**config.mk**
```make
export PLATFORM = sky130hd
export DESIGN_NAME = jk_down_counter_flat
export DESIGN_NICKNAME = d
export VERILOG_FILES = /design/src/rtl/jk_down_counter_if.sv /design/src/rtl/jk_down_counter.sv /design/src/flat_wrapper.sv
export SDC_FILE = /design/constraint.sdc
export NUM_CORES = 1
export LEC_CHECK = 0
export BUFFER_PORTS_ARGS = -buffer_cell sky130_fd_sc_hd__buf_4
export CAP_MARGIN = 20
export CORE_AREA = 8 8 45 47
export DETAILED_ROUTE_END_ITERATION = 16
export DIE_AREA = 0 0 53 55
export GPL_TIMING_DRIVEN = 0
export SYNTH_ARGS = -nofsm -noshare
export SYNTH_HDL_FRONTEND = slang
export SYNTH_SLANG_ARGS = --single-unit
```
**constraint.sdc**
```tcl
create_clock -name clk -period 1.4 [get_ports clk]
set_input_delay 0.07 -clock clk [delete_from_list [all_inputs] [get_ports clk]]
set_output_delay 0.07 -clock clk [all_outputs]
set_load 0.02 [all_outputs]
```
**src/rtl/jk_down_counter_if.sv**
```systemverilog
// jk_down_counter_if: control, load and status signals of the JK down counter
interface jk_down_counter_if #(parameter int WIDTH = 4);
    logic             en;
    logic             load;
    logic [WIDTH-1:0] load_val;
    logic [WIDTH-1:0] count;
    logic             borrow;
    logic             zero;
    modport master (output en, load, load_val, input count, borrow, zero);
    modport slave  (input en, load, load_val, output count, borrow, zero);
endinterface

```
**src/rtl/jk_down_counter.sv**
```systemverilog
// jk_down_counter: WIDTH-stage JK down counter with parallel load, enable, borrow pulse and zero flag
module jk_down_counter #(parameter int WIDTH = 4) (
    input logic              clk,
    input logic              reset,
    jk_down_counter_if.slave bus
);
    logic [WIDTH-1:0] q_q, q_d, count_q, count_d, tog, j, k;
    logic             borrow_q, borrow_d, borrow_out_q, borrow_out_d;

    // Per-stage J/K mux on {load, en}: load drives J/K from load_val, en uses the borrow-ripple toggle chain, else hold
    always_comb begin
        tog[0] = 1'b1;
        for (int b = 1; b < WIDTH; b++) tog[b] = tog[b-1] & ~q_q[b-1];
        j = bus.load ? bus.load_val : (bus.en ? tog : '0);
        k = bus.load ? ~bus.load_val : (bus.en ? tog : '0);
        q_d = (j & ~q_q) | (~k & q_q);
        count_d = q_q;
        borrow_d = ~bus.load & bus.en & (q_q == '0);
        borrow_out_d = borrow_q;
    end

    // JK stages plus the one-cycle count and two-stage borrow pipelines
    always_ff @(posedge clk or posedge reset) begin
        if (reset) begin
            q_q          <= '0;
            count_q      <= '0;
            borrow_q     <= 1'b0;
            borrow_out_q <= 1'b0;
        end else begin
            q_q          <= q_d;
            count_q      <= count_d;
            borrow_q     <= borrow_d;
            borrow_out_q <= borrow_out_d;
        end
    end

    assign bus.count  = count_q;
    assign bus.borrow = borrow_out_q;
    assign bus.zero   = (count_q == '0);
endmodule

```
**src/flat_wrapper.sv**
```systemverilog
// flat-port wrapper written by rule: the top's interface ports become plain ports
module jk_down_counter_flat 
#(parameter int WIDTH = 4)
  (clk, reset, bus_en, bus_load, bus_load_val, bus_count, bus_borrow, bus_zero);
  jk_down_counter_if #(.WIDTH(WIDTH)) bus_i ();
  input logic clk;
  input logic reset;
  input wire logic [$bits(bus_i.en)-1:0] bus_en;
  input wire logic [$bits(bus_i.load)-1:0] bus_load;
  input wire logic [$bits(bus_i.load_val)-1:0] bus_load_val;
  output wire logic [$bits(bus_i.count)-1:0] bus_count;
  output wire logic [$bits(bus_i.borrow)-1:0] bus_borrow;
  output wire logic [$bits(bus_i.zero)-1:0] bus_zero;
  assign bus_i.en = bus_en;
  assign bus_i.load = bus_load;
  assign bus_i.load_val = bus_load_val;
  assign bus_count = bus_i.count;
  assign bus_borrow = bus_i.borrow;
  assign bus_zero = bus_i.zero;
  jk_down_counter #(.WIDTH(WIDTH)) u_core (.clk(clk), .reset(reset), .bus(bus_i));
endmodule
```
==> reports/metrics.csv, run 1 <==
metric,value,unit
gr usage total,5.53,%
"most common cell after layout, fill and taps aside",buf_4,
max-slew violations,0,
Worst Tran Pin Value,0.347,ns
grt total ovfl,0,
"FF+latch count, synth",10,
global-route wire length before repair,1100,um
fmax,0.732,GHz
drt wl/cell,10.5,um
"Arr. time, crit path",1.50,ns
Total Wirelength,659,um
Slew HR,76.8,%
Iter 0 DRT Violations,0,
"slowest stage delay, CP",0.55,ns
worst path required time,1.53,ns
"Cell Area, Synth",374,um^2
drt drc,0,
total CTS buffers,3,
worst-path fanout max,3,
post-synthesis async set-or-reset flop share,100,%
critical path class,register to register,
Layout area overhead,44.5,%
# fillers,142,
Placed Area,484,um^2
"setup slack, reg-to-reg",0.03,ns
post-route cell area,541,um^2
H-tree level count,1,
Worst Hold Path EP,u_core.count_d[2],
Yosys cell types,13,
Worst R2R Start,u_core.count_d[2],
final hold vios,0,
clock latency on the worst-skew pair,0.25,ns
multi-input gate area in the final layout,115,um^2
Yosys warnings,0,
fraction of layout instances using a drive strength above 1,48.9,%
unrepaired setup endpoints after global routing,yes,
Period minus WS final,1.37,ns
Hold Path Depth,3,
status,finished clean,
HP Start,bus_load_val[2],
Pleak,0.000259,uW
"Largest delay share family, worst path",simple AND/OR/NAND/NOR gates,
"Net Count, Synth",36,
WHS,0.0290,ns
Max Root-Sink Buffers,2,
port buffer count,12,
Final Setup Violations,0,
crit path capture type,register,
worst reg2reg path depth,2,
Worst VDD drop,449,uV
number of diodes,0,
Die Height,55,um
die width,53,um
Cell Pwr Density,1230,nW/um^2
Placement Rows,14,
vias post-DR,266,
"Primary FF master, synth",dfrtp_1,
largest net degree at the start of global routing,11,
Nets,57,
Synth Area per Inst,13.4,um^2
RePlAce Congestion,0.662,
CTS Sinks,10,
CP Launch Type,register,
io pins,14,
Max-Cap Viols,0,
Initial Util,27.0,%
WP buf/inv,0,
initial antenna violation count,0,
CP Cell Sequence,or4b_4 -> a221o_1,
Reg area,251,um^2
register area share after synthesis,66.9,%
Core ar.,1380,um^2
Hold Path Class,input pin to register,
"commonest non-fill, non-tap cells in the layout","buf_4, dfrtp_1",
CTS tree,built,
Mapped Cells,28,
clk slew on worst S/H paths,0.05,ns
drt first pass iters,1,
vias in the first global route,271,
Antenna Nets Post-Route,0,
slowest CP cell,or4b_4,
FF-to-FF End,u_core.count_d[3],
Setup Skew,0.000439,ns
"EDFF count, synth",0,
Final Cycle Share,97.6,%
root buffer cell,clkbuf_4,
die area,2920,um^2
Via density,4.22,
-- cell usage after synthesis (3+ instances only) --
master	count	area [um^2]
o21ai_0	3	15.0
nand2_1	3	11.3
xnor2_1	3	26.3
dfrtp_1	10	250
-- report_power, final --
part	switching, uW	internal [uW]
combinational	62.4	78.0
clock	77.1	98.0
sequential	24.3	323
total	164	499
-- tightest hold or removal path, delay by kind of cell --
kind | cells | cell delay, ns
AND/OR/NAND/NOR | 1 | 0.04
AO/OA/AOI/OAI | 1 | 0.06
buffers and inverters | 1 | 0.08
-- flip-flops by register name, indices dropped and copies added, names as in the netlist --
name,flops
u_core.bus.count,4
u_core.count_d,4
u_core.borrow_out_d,1
u_core.bus.borrow,1
-- cells by family (layout without fill, tap and decap cells) --
kind of cell | after synthesis | in the layout | synth area share, %
AO/OA/AOI/OAI | 4 | 4 | 6.69
XOR/XNOR | 3 | 3 | 7.02
buffers and inverters | 2 | 21 | 2.34
flip-flops | 10 | 10 | 66.9
AND/OR/NAND/NOR | 9 | 9 | 17.1
-- worst max path at each step --
stage / from / to / slack (ns) / depth (start not counted)
global placement: u_core.count_d[0] / u_core.count_d[3] / 0.03 / 2
floorplan: u_core.count_d[0] / u_core.count_d[3] / 0.07 / 2
CTS: u_core.count_d[0] / u_core.count_d[3] / 0.01 / 2
finish: u_core.count_d[2] / u_core.count_d[3] / 0.03 / 2
global route: u_core.count_d[2] / u_core.count_d[3] / -0.006 / 2
detailed placement: u_core.count_d[0] / u_core.count_d[3] / 0.02 / 2
-- metrics by stage --
stage / cells / util (%) / total power, uW / TNS [ns] / setup slack (ns)
finish: 63 / 39.1 / 663 / 0 / 0.0332
global route: 63 / 39.1 / 711 / -0.00610 / -0.00610
CTS: 60 / 37.3 / 658 / 0 / 0.0128
detailed placement: 56 / 35.0 / 476 / 0 / 0.0200
global placement: 56 / 35.0 / 473 / 0 / 0.0325
floorplan: 28 / - / 419 / 0 / 0.0679
-- routing by layer --
| layer | up-vias | share of wire (%) | wire length [um] | GRT usage [%] |
|---|---|---|---|---|
| met5 | - | 0 | 0 | 0 |
| met4 | 0 | 2.9 | 19 | 7.76 |
| met3 | 2 | 13 | 87 | 2.41 |
| met2 | 13 | 41 | 270 | 6.25 |
| met1 | 116 | 43 | 282 | 6.44 |
| li1 | 135 | - | - | - |
-- cell type report --
| cell class | count | area share (%) |
|---|---|---|
| Tap cell | 16 | 3.70 |
| Sequential cell | 10 | 46.5 |
| Clock buffer | 3 | 4.17 |
| Timing Repair Buffer | 16 | 22.7 |
| Buffer | 1 | 0.926 |
| Multi-Input combinational cell | 16 | 21.3 |
| Inverter | 1 | 0.694 |
-- timing repair --
item                       in CTS  in global routing
setup endpoints to repair       0                  1
gates resized for setup         0                  1
hold endpoints to repair       10                  0
setup buffers                   0                  3
hold buffers                    1                  0
(Power assumes the default switching activity.)
==> run 2: changes to the inputs <==
clock period = 1.5 ns   (was 1.4 ns; I/O delays follow)
==> reports/metrics.csv, run 2 (synthesis gave the netlist of run 1 again) <==
metric,value,unit
Setup TNS,0,ns
total CTS buffers,3,
Hold Path Class,input pin to register,
Total Wirelength,632,um
dpl cells,56,
gr usage total,5.53,%
Period minus WS final,1.38,ns
unrepaired setup endpoints after global routing,no,
RePlAce Congestion,0.662,
final hold vios,0,
critical path class,register to register,
vias post-DR,251,
Via density,4.18,
Nets,54,
Worst Tran Pin Value,0.347,ns
io pins,14,
end-of-flow core utilization,37.3,%
postcts setup bufs,0,
Max Root-Sink Buffers,2,
grt total ovfl,0,
max-slew violations,0,
Placement Rows,14,
Antenna Nets Post-Route,0,
vias in the first global route,271,
CTS tree,built,
hold_buf cts,1,
Die Height,55,um
Setup Skew,0.000454,ns
Worst VDD drop,397,uV
"commonest non-fill, non-tap cells in the layout","buf_4, dfrtp_1",
Iter 0 DRT Violations,0,
clock latency on the worst-skew pair,0.25,ns
drt first pass iters,1,
port buffer count,12,
number of diodes,0,
Layout area overhead,38.1,%
post-route cell area,517,um^2
die area,2920,um^2
worst-path fanout max,5,
drt drc,0,
Pleak,0.000245,uW
Slew HR,76.8,%
clk slew on worst S/H paths,0.05,ns
H-tree level count,1,
drt wl/cell,10.5,um
"most common cell after layout, fill and taps aside",buf_4,
CTS Sinks,10,
Final Cycle Share,92.2,%
Final Setup Violations,0,
global-route wire length before repair,1100,um
# fillers,146,
worst path required time,1.63,ns
status,finished clean,
Placed Area,484,um^2
initial antenna violation count,0,
Core ar.,1380,um^2
"Arr. time, crit path",1.51,ns
WHS,0.0348,ns
fraction of layout instances using a drive strength above 1,43.2,%
Initial Util,27.0,%
post_cts resized,0,
root buffer cell,clkbuf_4,
Cell Pwr Density,1170,nW/um^2
Non-Filler Instances,60,
die width,53,um
CP Launch Type,register,
largest net degree at the start of global routing,11,
Max-Cap Viols,0,
fmax,0.723,GHz
crit path capture type,register,
==> run 2: cell count changes in the layout (fill, tap and decap cells not counted) <==
cell     change
buf_4        -3
dfrtp_1      +1
dfrtp_2      -1
==> run 2: stage by stage <==
step                      total power (uW)  setup slack, ns
final                                  602            0.117
after global routing                   647           0.0625
after CTS                              614            0.113
after detailed placement               444            0.120
after global placement                 441            0.132
after floorplan                        391            0.168
==> run 2: final cells by class <==
class,count,area [um^2],area share [%]
plain buffers,1,5.00,0.969
clock buffers,3,22.5,4.36
inverters,1,3.75,0.726
multi-input cells,16,115,22.3
flip-flops and latches,10,250,48.4
well taps,16,20.0,3.87
repair buffers,13,100,19.4
==> run 2: final timing paths <==
check | from | cells after the start | slack, ns | to
max | u_core.count_d[0] | 2 | 0.12 | u_core.count_d[3]
min | bus_load_val[2] | 3 | 0.03 | u_core.count_d[2]
max reg2reg | u_core.count_d[0] | 2 | 0.12 | u_core.count_d[3]
min reg2reg | u_core.borrow_out_d | 0 | 0.35 | u_core.bus.borrow
max in group asynchronous | reset | 3 | 0.90 | u_core.bus.count[3]
min in group asynchronous | reset | 3 | 0.34 | u_core.bus.count[1]
==> run 2: critical path, stage by stage, from the launching register on <==
cell     delay [ns]
dfrtp_1        0.42
or4b_4         0.54
a221o_1        0.30
==> run 2: layer usage <==
metal / GRT usage (%) / vias to the layer above / wire length, um
li1: - / 129 / -
met5: 0 / - / 0
met4: 7.76 / 0 / 19
met2: 6.25 / 13 / 242
met3: 2.41 / 2 / 87
met1: 6.44 / 107 / 282
==> run 2: power breakdown <==
group          leakage, uW  total (uW)  switching (uW)  internal (uW)
Sequential        0.000124         325            24.4            301
Combinational     0.000107         114            53.4           60.5
Clock            0.0000138         163            71.9           91.5
==> run 3: changes to the inputs <==
BUFFER_PORTS_ARGS = -buffer_cell sky130_fd_sc_hd__buf_2   (was -buffer_cell sky130_fd_sc_hd__buf_4)
CTS_CLUSTER_DIAMETER = 200   (was not set)
clock period = 1.2 ns   (was 1.5 ns; I/O delays follow)
==> reports/metrics.csv, run 3 (synthesis gave the netlist of run 1 again) <==
metric,value,unit
status,"finished, violations left",
failing checks,setup timing,
"slowest stage delay, CP",0.55,ns
Non-Filler Instances,64,
io pins,14,
critical path class,register to register,
Max-Cap Viols,0,
port buffer count,12,
drt first pass iters,2,
Core ar.,1380,um^2
root buffer cell,clkbuf_4,
gr usage total,5.63,%
Setup Skew,0.000678,ns
end-of-flow core utilization,38.0,%
Worst VDD drop,522,uV
Max Root-Sink Buffers,2,
H-tree level count,1,
clock latency on the worst-skew pair,0.25,ns
fraction of layout instances using a drive strength above 1,50.0,%
Cell Pwr Density,1480,nW/um^2
clk slew on worst S/H paths,0.06,ns
fmax,0.747,GHz
drt wl/cell,11.1,um
Via density,4.23,
Die Height,55,um
Iter 0 DRT Violations,1,
Final Cycle Share,112,%
Placement Rows,14,
Antenna Nets Post-Route,0,
"most common cell after layout, fill and taps aside",buf_2,
CTS Sinks,10,
Pleak,0.000258,uW
Layout area overhead,40.5,%
slowest CP cell,or4b_4,
# fillers,142,
RePlAce Congestion,0.684,
dpl cells,56,
die area,2920,um^2
Hold Path Class,input pin to register,
Final Setup Violations,2,
worst path required time,1.34,ns
vias in the first global route,260,
Period minus WS final,1.34,ns
"Arr. time, crit path",1.48,ns
grt total ovfl,0,
drt drc,0,
crit path capture type,register,
WHS,0.0141,ns
Slew HR,76.8,%
vias post-DR,271,
"commonest non-fill, non-tap cells in the layout","buf_2, dfrtp_1, buf_4",
CTS tree,built,
Total Wirelength,708,um
largest net degree at the start of global routing,11,
Initial Util,27.0,%
Worst Tran Pin Value,0.348,ns
final hold vios,0,
worst-path fanout max,2,
unrepaired setup endpoints after global routing,yes,
global-route wire length before repair,1120,um
total CTS buffers,3,
CP Launch Type,register,
Nets,58,
max-slew violations,0,
setup slack after layout,-0.139,ns
initial antenna violation count,0,
die width,53,um
number of diodes,0,
CP Cell Sequence,or4b_4 -> a221o_1,
-- run 3: repair_timing --
item / CTS / global route
gates resized for setup: 0 / 2
endpoints found under the setup margin: 1 / 3
buffers inserted: 2 / 2
endpoints found under the hold margin: 10 / 0
hold buffers: 1 / 0
pin swaps: 1 / 0
-- run 3: critical path, delay by kind of cell, from the launching register on --
kind / cells / cell delay (ns)
simple gates: 1 / 0.55
flops: 1 / 0.38
compound gates: 1 / 0.30
-- run 3: metal layers --
layer	share of wire, %	wire (um)	vias to the layer above	global-route usage [%]
met4	0	0	0	7.76
met2	43	307	11	6.45
met3	11	79	0	2.14
met1	45	321	123	6.72
li1	-	-	137	-
met5	0	0	-	0
-- run 3: final cells by class --
cell class / instances / area [um^2] / share of cell area, %
Buffer: 1 / 5.00 / 0.952
Clock buffer: 3 / 22.5 / 4.29
Inverter: 1 / 3.75 / 0.714
Multi-Input combinational cell: 16 / 121 / 23.1
Sequential cell: 10 / 250 / 47.6
Tap cell: 16 / 20.0 / 3.81
Timing Repair Buffer: 17 / 103 / 19.5
-- run 3: stage by stage --
stage	TNS (ns)	power (uW)	worst slack [ns]	cell area, um^2
after floorplan	-0.132	493	-0.132	380
after global placement	-0.164	538	-0.164	460
after global routing	-0.337	839	-0.171	526
final	-0.164	778	-0.139	526
after CTS	-0.139	771	-0.139	508
after detailed placement	-0.172	541	-0.172	460
-- run 3: worst paths after layout --
path                                      from                   to  slack (ns)  depth (start not counted)
setup / recovery             u_core.count_d[0]    u_core.count_d[3]       -0.14                          2
hold / removal                 bus_load_val[2]    u_core.count_d[2]        0.01                          3
setup reg to reg             u_core.count_d[0]    u_core.count_d[3]       -0.14                          2
hold reg to reg            u_core.borrow_out_d    u_core.bus.borrow        0.35                          0
max in group asynchronous                reset    u_core.count_d[1]        0.64                          3
min in group asynchronous                reset  u_core.borrow_out_d        0.30                          3
-- run 3: report_power, final --
part	internal (uW)	switching (uW)	total [uW]
registers	376	26.9	403
logic	82.8	79.7	162
clock network	115	98.0	213
